<file path="config.mk">
export PLATFORM = sky130hd
export DESIGN_NAME = btn_press_conditioner
export DESIGN_NICKNAME = d
export VERILOG_FILES = /design/src/rtl/btn_press_conditioner.sv
export SDC_FILE = /design/constraint.sdc
export NUM_CORES = 1
export LEC_CHECK = 0
export ABC_AREA = 1
export CAP_MARGIN = 5
export CORE_AREA = 2 2 97 99
export DETAILED_ROUTE_END_ITERATION = 6
export DIE_AREA = 0 0 99 101
export GPL_TIMING_DRIVEN = 0
export PLACE_DENSITY = 0.59
export SYNTH_ARGS = -nofsm -noshare
export SYNTH_HDL_FRONTEND = slang
export SYNTH_HIERARCHICAL = 1
export SYNTH_SLANG_ARGS = --single-unit
</file>
<file path="constraint.sdc">
create_clock -name clock -period 2.82 [get_ports clock]
set_input_delay 0.423 -clock clock [delete_from_list [all_inputs] [get_ports clock]]
set_output_delay 0.423 -clock clock [all_outputs]
set_load 0.01 [all_outputs]
</file>
<file path="src/rtl/btn_press_conditioner.sv">
// btn_press_conditioner: front-end for the three raw game buttons.
//   Each button is synchronised (2 flops) and debounced in its own lane.
//   A single small FSM turns the first accepted rise into a one-cycle
//   press_valid pulse with press_code (0/1/2 = button, 3 = multi-press).
//   After a commit, no new press is accepted until every button is released.
// Build option: BTN_ACTIVE_LOW_EN -- pins are active-low and are inverted
//   before the synchroniser; all internal logic stays active-high.

module btn_debounce_lane #(
  parameter int DEBOUNCE_CYCLES = 4,
  parameter int CNT_W           = 20
) (
  input  logic clock,
  input  logic reset,
  input  logic raw,
  output logic stable
);
  localparam logic [CNT_W-1:0] LAST = CNT_W'(DEBOUNCE_CYCLES - 1);

  logic             ff1, ff2;
  logic [CNT_W-1:0] cnt;

  // Synchronise, then accept a new level only after it persists DEBOUNCE_CYCLES cycles
  always_ff @(posedge clock) begin
    if (reset) begin
      ff1    <= 1'b0;
      ff2    <= 1'b0;
      stable <= 1'b0;
      cnt    <= '0;
    end else begin
      ff1 <= raw;
      ff2 <= ff1;
      if (ff2 != stable) begin
        if (cnt == LAST) begin
          stable <= ff2;
          cnt    <= '0;
        end else begin
          cnt <= cnt + CNT_W'(1);
        end
      end else begin
        cnt <= '0;
      end
    end
  end
endmodule

module btn_press_conditioner #(
  parameter int DEBOUNCE_CYCLES = 4,
  parameter int CNT_W           = 20
) (
  input  logic       clock,
  input  logic       reset,
  input  logic [2:0] btn,
  input  logic       enable,
  output logic       press_valid,
  output logic [1:0] press_code,
  output logic       press_multi,
  output logic       busy
);
  localparam int NUM_BTN = 3;

  typedef enum logic {IDLE, WAIT_RELEASE} state_t;

  state_t             state, state_nxt;
  logic [NUM_BTN-1:0] btn_in, stable, stable_q, rise;
  logic               commit, multi_nxt;
  logic [1:0]         code_nxt;

`ifdef BTN_ACTIVE_LOW_EN
  assign btn_in = ~btn;
`else
  assign btn_in = btn;
`endif

  for (genvar i = 0; i < NUM_BTN; i++) begin : g_lane
    btn_debounce_lane #(
      .DEBOUNCE_CYCLES(DEBOUNCE_CYCLES),
      .CNT_W          (CNT_W)
    ) u_lane (
      .clock (clock),
      .reset (reset),
      .raw   (btn_in[i]),
      .stable(stable[i])
    );
  end

  assign rise = stable & ~stable_q;

  // Next-state and commit decode; a held button can only fire via a fresh rise
  always_comb begin
    state_nxt = state;
    commit    = 1'b0;
    code_nxt  = press_code;
    multi_nxt = press_multi;
    case (state)
      IDLE: begin
        if (enable && (|rise)) begin
          commit    = 1'b1;
          state_nxt = WAIT_RELEASE;
          multi_nxt = 1'b0;
          case (stable)
            3'b001:  code_nxt = 2'd0;
            3'b010:  code_nxt = 2'd1;
            3'b100:  code_nxt = 2'd2;
            default: begin
              code_nxt  = 2'd3;
              multi_nxt = 1'b1;
            end
          endcase
        end
      end
      WAIT_RELEASE: begin
        if (stable == '0) state_nxt = IDLE;
      end
      default: state_nxt = IDLE;
    endcase
  end

  // State, registered outputs and edge-detect history
  always_ff @(posedge clock) begin
    if (reset) begin
      state       <= IDLE;
      press_valid <= 1'b0;
      press_code  <= 2'd0;
      press_multi <= 1'b0;
      stable_q    <= '0;
      busy        <= 1'b0;
    end else begin
      state       <= state_nxt;
      press_valid <= commit;
      press_code  <= code_nxt;
      press_multi <= multi_nxt;
      stable_q    <= stable;
      busy        <= |stable;
    end
  end
endmodule

</file>
Yosys cells after proc, flatten, opt, wreduce, memory -nomap -nowiden
Index checks and enable logic that the tools add are counted.
{"block": "op_classes", "n_addsub": 3, "eq_ne": 9, "n_mux": 5, "bitwise_logic": 6, "n_reduce_logical": 13}
{"op": "adder 20 x 1 -> 20 bit, second input constant", "count": 3}
{"op": "== test 20 x 2 -> 1 bit, second input constant", "count": 3}
{"op": "OR reduction 3 bit", "count": 6}
{"op": "AND reduction 2 bit", "count": 4}
{"op": "case mux 2 bit (3 select lines)", "count": 1}
{"op": "inverter 1 bit", "count": 4}
{"op": "bitwise AND 3 bit", "count": 1}
{"op": "== test 3 x 1 -> 1 bit, second input constant", "count": 1}
{"op": "== test 3 x 2 -> 1 bit, second input constant", "count": 1}
{"op": "== test 3 bit, second input constant", "count": 1}
{"op": "logical NOT 3 bit", "count": 1}
{"op": "two-way mux 1 bit", "count": 3}
{"op": "!= test 1 bit", "count": 3}
{"op": "inverter 3 bit", "count": 1}
{"op": "case mux 1 bit (2 select lines)", "count": 1}
{"op": "OR reduction 2 bit", "count": 1}
{"op": "logical AND 1 bit", "count": 1}
{"block": "word_totals", "ff_bits": 78, "out_inout_bits": 5, "elab_cells": 54}

Depth between registers and ports, before layout
Gate-level depths: netlist of the first run.
{"block": "depth", "depth_word": 6, "ltp_mapped": 9}

Cells and area by module
The synthesis of the first run kept the hierarchy.
{"mod": "btn_debounce_lane", "n_inst": 3, "cells_per_inst": 172, "area_per_inst_um2": 1178.6}
{"mod": "btn_press_conditioner", "n_inst": 1, "cells_per_inst": 49, "area_per_inst_um2": 374.1}

Least setup slack after synthesis of the first run
Ideal clock, no wire load.
{"block": "synth_timing", "kind": "reg-to-reg", "from": "reg g_lane[1].u_lane.cnt[0]", "to": "reg g_lane[1].u_lane.cnt[14]", "setup_time_ps": 116, "arrival_time_ps": 1237, "required_time_ps": 2704, "setup_slack_ps": 1467, "stages_incl_launch_ff": 10, "path_buffers": 1, "synth_period_minus_slack_ps": 1353, "cell_sequence": "dfxtp_1 > ha_1 > inv_1 > nor2_2 > nand2_1 > nor2_2 > nand3_2 > nand2_4 > buf_6 > nor2_1"}
{"block": "synth_via", "elab_chain_cells": 2, "word_cells_on_any_way": 3, "classes_between": "1 x add/sub; 1 x eq/ne; 1 x reduce/logical"}
{"element": "start, declared", "line_no": "21", "text": "logic [CNT_W-1:0] cnt;"}
{"element": "start signal, assigned", "line_no": "38", "text": "cnt <= cnt + CNT_W'(1);"}
{"element": "branches (longest 2 deep; another with adder 20 x 1 -> 20 bit)"}
Several ways; the timed one is not identified.
A chain may end at the register's enable or synchronous reset.

Final worst setup path of the first run
{"block": "layout_timing", "from": "reg press_code[1]", "to": "out press_code[1]"}
{"element": "start, declared", "line_no": "56", "text": "output logic [1:0] press_code,"}
{"element": "start signal, assigned", "line_no": "131", "text": "press_code <= code_nxt;"}
No word-level cell between the ends.

==> results of run 1 <==
==> layout by cell type (no fill, tap or decap) <==
cell             count
nand2_4              4
a21oi_2              6
inv_1               79
nand2_1            102
nor2_2              18
ha_1                 3
inv_8                2
buf_6                3
clkinv_4             3
xor2_1              21
or2_0                6
nand3_1             50
clkdlybuf4s50_1     10
buf_2                1
o21ai_1              3
clkbuf_8             9
inv_2                4
dfxtp_1             78
nor3_1               6
nor2_1             109
inv_6                2
nand4_1             12
nand3_2             11
a21oi_1             28
nand2_2              9
clkinv_2             1
o21ai_0             11
==> synthesized netlist by cell type, drive strengths merged <==
cell,number
nor2,127
nand2,115
inv,83
dfxtp,78
nand3,61
a21oi,34
xor2,21
o21ai,14
nand4,12
nor3,6
or2,6
buf,4
ha,3
clkinv,1
==> cell type report <==
class                   instances  area, sq um
inverters                      84          317
fillers                       950         4640
flip-flops and latches         78         1560
multi-input cells             399         1990
clock buffers                   9          124
plain buffers                   4         38.8
well taps                     111          139
clock inverters                 7         66.3
repair buffers                 10          100
==> sequential cells by signal (all words and copies together), names as in the netlist <==
| register | cells |
|---|---|
| stable_q | 3 |
| press_code | 2 |
| g_lane.u_lane/cnt | 60 |
| g_lane.u_lane/stable | 3 |
| g_lane.u_lane/ff2 | 3 |
| press_valid | 1 |
| state | 1 |
| g_lane.u_lane/ff1 | 3 |
| busy | 1 |
| press_multi | 1 |
==> worst min path at each step <==
stage	from	endpoint	cells past startpoint
after floorplan	g_lane[0].u_lane/ff1$_SDFF_PP0_	g_lane[0].u_lane/ff2$_SDFF_PP0_	2
after global placement	g_lane[0].u_lane/ff1$_SDFF_PP0_	g_lane[0].u_lane/ff2$_SDFF_PP0_	2
after detailed placement	g_lane[1].u_lane/ff1$_SDFF_PP0_	g_lane[1].u_lane/ff2$_SDFF_PP0_	2
after CTS	g_lane[1].u_lane/ff1$_SDFF_PP0_	g_lane[1].u_lane/ff2$_SDFF_PP0_	2
after global routing	g_lane[1].u_lane/ff1$_SDFF_PP0_	g_lane[1].u_lane/ff2$_SDFF_PP0_	2
final	g_lane[0].u_lane/ff1$_SDFF_PP0_	g_lane[0].u_lane/ff2$_SDFF_PP0_	2
==> kinds of logic after synthesis <==
family | synth area share
fa+ha+maj | 0.00960
buf+inv | 0.0909
simple gates | 0.386
compound gates | 0.0672
xor+xnor | 0.0470
flops | 0.399
==> metrics by stage <==
step	hold slack (ns)	instances	setup WS [ns]	total power, mW	util
global route	0.429	702	1.02	2.04	0.483
CTS	0.411	702	1.12	1.99	0.483
finish	0.406	702	1.15	1.96	0.483
global placement	0.391	686	0.805	1.17	0.462
floorplan	0.388	565	1.47	1.15	-
detailed placement	0.399	686	0.772	1.17	0.462
==> layer usage <==
metal	GRT usage	part of all wire	up-vias
li1	-	-	1812
met4	0.0727	0.010	0
met1	0.217	0.50	1496
met3	0.0298	0.029	4
met5	0	0	-
met2	0.261	0.46	32
==> report_power, final <==
group,internal (mW),switching [mW],leakage [nW]
sequential,1.11,0.00293,0.629
combinational,0.0142,0.0190,0.734
clock,0.343,0.472,0.0982
==> impl_metrics.csv, run 1 <==
group,metric,value,unit
clock_network,path_clk_slew,0.10,ns
critical_path,crit_slowest_cell,"clkdlybuf4s50_1",
sta,rsz0062_at_grt,"false",
yosys,yosys_warnings,6,
critical_path,path_class,"register to output pin",
min_path,worstHoldPathType,"register to register",
critical_path,critPathTopFamily,"buffers and inverters",
clock_network,cts-root-buf,"clkbuf_8",
critical_path,r2r-start,"g_lane[1].u_lane/cnt[0]$_SDFF_PP0_",
clock_network,cts_setup_buffers,0,
sta,setup_viol,0,
cells_and_area,drive_gt1_frac,0.124,
clock_network,htree_levels,3,
die,fp-row-count,35,
critical_path,cp-endpoint,"press_code[1]",
critical_path,worstPathRequired,2.40,ns
run,cap_violations,0,
drt,wl_per_cell,10.8,microns
drt,drtPass1Iterations,4,
yosys,synth_area,3910,sq um
cells_and_area,fin_nets,595,
placed_design,place_area,4150,sq um
yosys,synth-seq-cells,78,
sta,fin_crit_sh,0.593,
yosys,postSynthCellCount,565,
critical_path,crit_path_max_fanout,2,
yosys,synth_cell_types,22,
die,coreArea,8980,sq um
drt,ant_nets,0,
drt,drc,0,
drt,routed_wl,7.58,mm
sta,finClkSkew,0.0102,ns
critical_path,crit_path_start_kind,"register",
die,initial_utilization,0.436,
critical_path,cpPeakStageDelay,0.54,ns
yosys,syn_nets,574,
global_route,grt_antenna_before_repair,0,
yosys,synth_top_area_cell,"dfxtp_1",
yosys,ys_seq_area_frac,0.399,
drt,viasPerCell,4.76,
sta,fmax,0.598,GHz
sta,hold_viol,0,
yosys,synth.avg_cell_area,6.92,sq um
critical_path,r2r_end,"g_lane[1].u_lane/cnt[17]$_SDFF_PP0_",
clock_network,clk_path_buf_depth,2,
drt,drtIter0Drc,161,
clock_network,cts_made_buffers,9,
critical_path,crit_start,"press_code[1]$_SDFFE_PP0P_",
clock_network,clock_sinks,78,
placed_design,place_congestion,0.841,
sta,fin_tns_setup,0,ns
critical_path,crit_arrival,1.25,ns
global_route,overflow,0,
die,die_x,99,microns
global_route,grt_max_degree,17,
drt,vias,3344,
sta,period_needed,1.67,ns
die,dieHeight,101,microns
global_route,track_usage,0.164,
die,ios,11,
critical_path,reg2reg_slack,1.29,ns
global_route,grt_pass1_vias,3094,
clock_network,insertion_delay,0.35,ns
critical_path,crit_cells,1,
critical_path,worstSetupEndpointType,"output pin",
clock_network,cts-resized-gates,0,
sta,maxSlewHeadroom,0.777,
clock_network,cts_hold_buf,0,
yosys,synth_top_area_share,0.399,
sta,slew_violations,0,
critical_path,path_buf_inv,1,
clock_network,cts_tree,"done",
cells_and_area,final_cell_area,4340,sq um
yosys,synth_top_cells_by_area,"dfxtp_1, nor2_1, nand2_1",
power_and_ir_drop,power_density,451,nW/um^2
sta,worst_pin_slew,0.335,ns
outcome,outcome,"finished, final reports clean",
global_route,grt_pass1_wl,13.4,mm
cells_and_area,insertedDiodeCount,0,
die,dieArea,10000,sq um
critical_path,cp_cell_sequence,"clkdlybuf4s50_1",
critical_path,rr_worst_depth,9,
placed_design,io_buffers,10,
power_and_ir_drop,peakVddDrop,0.224,mV
power_and_ir_drop,leakagePower,1.46,nW
placed_design,hpwl,5.83,mm
cells_and_area,synthToLayoutAreaGrowth,11.0,%
No activity file was read; power rests on OpenSTA's default activity.
==> inputs of run 2 (changes only) <==
==> constraint.sdc (replaced) <==
create_clock -name clock -period 1.6 [get_ports clock]
set_input_delay 0.24 -clock clock [delete_from_list [all_inputs] [get_ports clock]]
set_output_delay 0.24 -clock clock [all_outputs]
set_load 0.01 [all_outputs]
==> run 2 against run 1 <==
Against the previous run:
- critical path type unchanged
- core utilization rose by 0.95 points
- wire length up 0.70%
- register-to-register slack got worse by 1.2 ns
- worst setup slack lost 1.0 ns
- critical path depth stayed put
- power increased by 77%
==> impl_metrics.csv, run 2 (synthesis gave the netlist of run 1 again) <==
group,metric,value,unit
global_route,use_met3,0.0298,
critical_path,worstPathRequired,1.36,ns
sta,setup_viol,0,
die,dieHeight,101,microns
clock_network,cts_hold_buf,0,
global_route,overflow,0,
global_route,use_met1,0.217,
sta,worst_pin_slew,0.337,ns
critical_path,path_class,"register to output pin",
critical_path,crit_slowest_cell,"clkdlybuf4s50_1",
clock_network,htree_levels,3,
placed_design,place_congestion,0.841,
placed_design,io_buffers,10,
clock_network,path_clk_slew,0.10,ns
global_route,grt_pass1_vias,3094,
critical_path,crit_arrival,1.25,ns
sta,period_needed,1.49,ns
sta,slew_violations,0,
die,ios,11,
drt,drtIter0Drc,130,
global_route,grt_pass1_wl,13.4,mm
drt,routed_wl,7.64,mm
run,cap_violations,0,
drt,drc,0,
cells_and_area,largest-register,"g_lane.u_lane/cnt",
cells_and_area,drive_gt1_frac,0.136,
cells_and_area,synthToLayoutAreaGrowth,13.2,%
drt,viasPerCell,4.81,
clock_network,cts_made_buffers,9,
sta,timing.hold.ws,0.401,ns
critical_path,worstSetupEndpointType,"output pin",
clock_network,cts-root-buf,"clkbuf_8",
critical_path,crit_path_start_kind,"register",
critical_path,crit_path_max_fanout,2,
sta,fmax,0.670,GHz
placed_design,dp.cells,686,
clock_network,insertion_delay,0.36,ns
power_and_ir_drop,leakagePower,1.51,nW
critical_path,cpPeakStageDelay,0.54,ns
power_and_ir_drop,power_density,783,nW/um^2
global_route,grt_max_degree,17,
min_path,worstHoldPathType,"input port to register",
cells_and_area,final_common_cell,"nor2_1",
clock_network,clock_sinks,78,
die,die_x,99,microns
drt,ant_nets,0,
global_route,globalRouteMet2Util,0.261,
cells_and_area,fin_nets,601,
placed_design,hpwl,5.83,mm
sta,fin_crit_sh,0.932,
clock_network,cts_tree,"done",
drt,drtPass1Iterations,4,
global_route,track_usage,0.164,
cells_and_area,insertedDiodeCount,0,
critical_path,cp_cell_sequence,"clkdlybuf4s50_1",
cells_and_area,finalNonFillerCells,708,
die,fp-row-count,35,
sta,finClkSkew,0.0105,ns
sta,maxSlewHeadroom,0.775,
sta,hold_viol,0,
die,coreArea,8980,sq um
critical_path,path_buf_inv,1,
global_route,top_usage_layer,"met2",
cells_and_area,utilization,0.493,
drt,wl_per_cell,10.8,microns
critical_path,critPathTopFamily,"buffers and inverters",
die,dieArea,10000,sq um
outcome,outcome,"finished, final reports clean",
power_and_ir_drop,peakVddDrop,0.384,mV
cells_and_area,largest_reg_flops,60,
cells_and_area,nFillCells,939,
power_and_ir_drop,p_total,3.46,mW
drt,vias,3406,
cells_and_area,layout_common_cells,"nor2_1, nand2_1, inv_1, dfxtp_1, nand3_1",
global_route,grt_antenna_before_repair,0,
clock_network,clk_path_buf_depth,2,
die,initial_utilization,0.436,
==> run 2: cell types whose count changed in the layout (fill, tap and decap cells not counted) <==
| cell | change |
|---|---|
| dfxtp_2 | +2 |
| buf_4 | +3 |
| buf_12 | +3 |
| dfxtp_1 | -2 |
==> run 2: cell type report <==
| type | count | area (sq um) | share of cell area |
|---|---|---|---|
| well taps | 111 | 139 | 0.0314 |
| plain buffers | 4 | 38.8 | 0.00877 |
| inverters | 84 | 317 | 0.0715 |
| multi-input cells | 399 | 1990 | 0.451 |
| flip-flops and latches | 78 | 1560 | 0.354 |
| repair buffers | 16 | 183 | 0.0413 |
| clock buffers | 9 | 124 | 0.0280 |
| clock inverters | 7 | 66.3 | 0.0150 |
==> run 2: metrics by stage <==
step / setup TNS, ns / instance area [sq um] / worst slack, ns
after floorplan: 0 / 3910 / 0.247
after global placement: -8.25 / 4150 / -0.232
after detailed placement: -9.51 / 4150 / -0.265
after CTS: 0 / 4340 / 0.0511
after global routing: -0.00299 / 4420 / -0.00299
final: 0 / 4420 / 0.108
==> run 2: path summary, 6_finish.rpt <==
kind	slack [ns]	from	cells after the start	to
setup reg to reg	0.13	g_lane[1].u_lane/cnt[1]$_SDFF_PP0_	9	g_lane[1].u_lane/cnt[17]$_SDFF_PP0_
hold / removal	0.40	btn[2]	3	g_lane[2].u_lane/ff1$_SDFF_PP0_
setup / recovery	0.11	press_code[1]$_SDFFE_PP0P_	1	press_code[1]
hold reg to reg	0.41	g_lane[0].u_lane/ff1$_SDFF_PP0_	2	g_lane[0].u_lane/ff2$_SDFF_PP0_
==> run 2: layer usage <==
metal  wire length (microns)  vias to the layer above
met2                    3530                       36
met1                    3840                     1539
met5                       0                        -
li1                        -                     1827
met3                     190                        4
met4                      76                        0
==> run 2: repair_timing <==
action,CTS,global route
endpoints found under the setup margin,0,30
gates resized for setup,0,2
setup buffers,0,6
==> run 2: power by group <==
group | switching [mW] | leakage (nW) | total, mW | internal, mW
clock network | 0.835 | 0.0982 | 1.44 | 0.605
registers | 0.00517 | 0.630 | 1.95 | 1.95
logic | 0.0354 | 0.778 | 0.0696 | 0.0342
total | 0.876 | 1.51 | 3.46 | 2.59
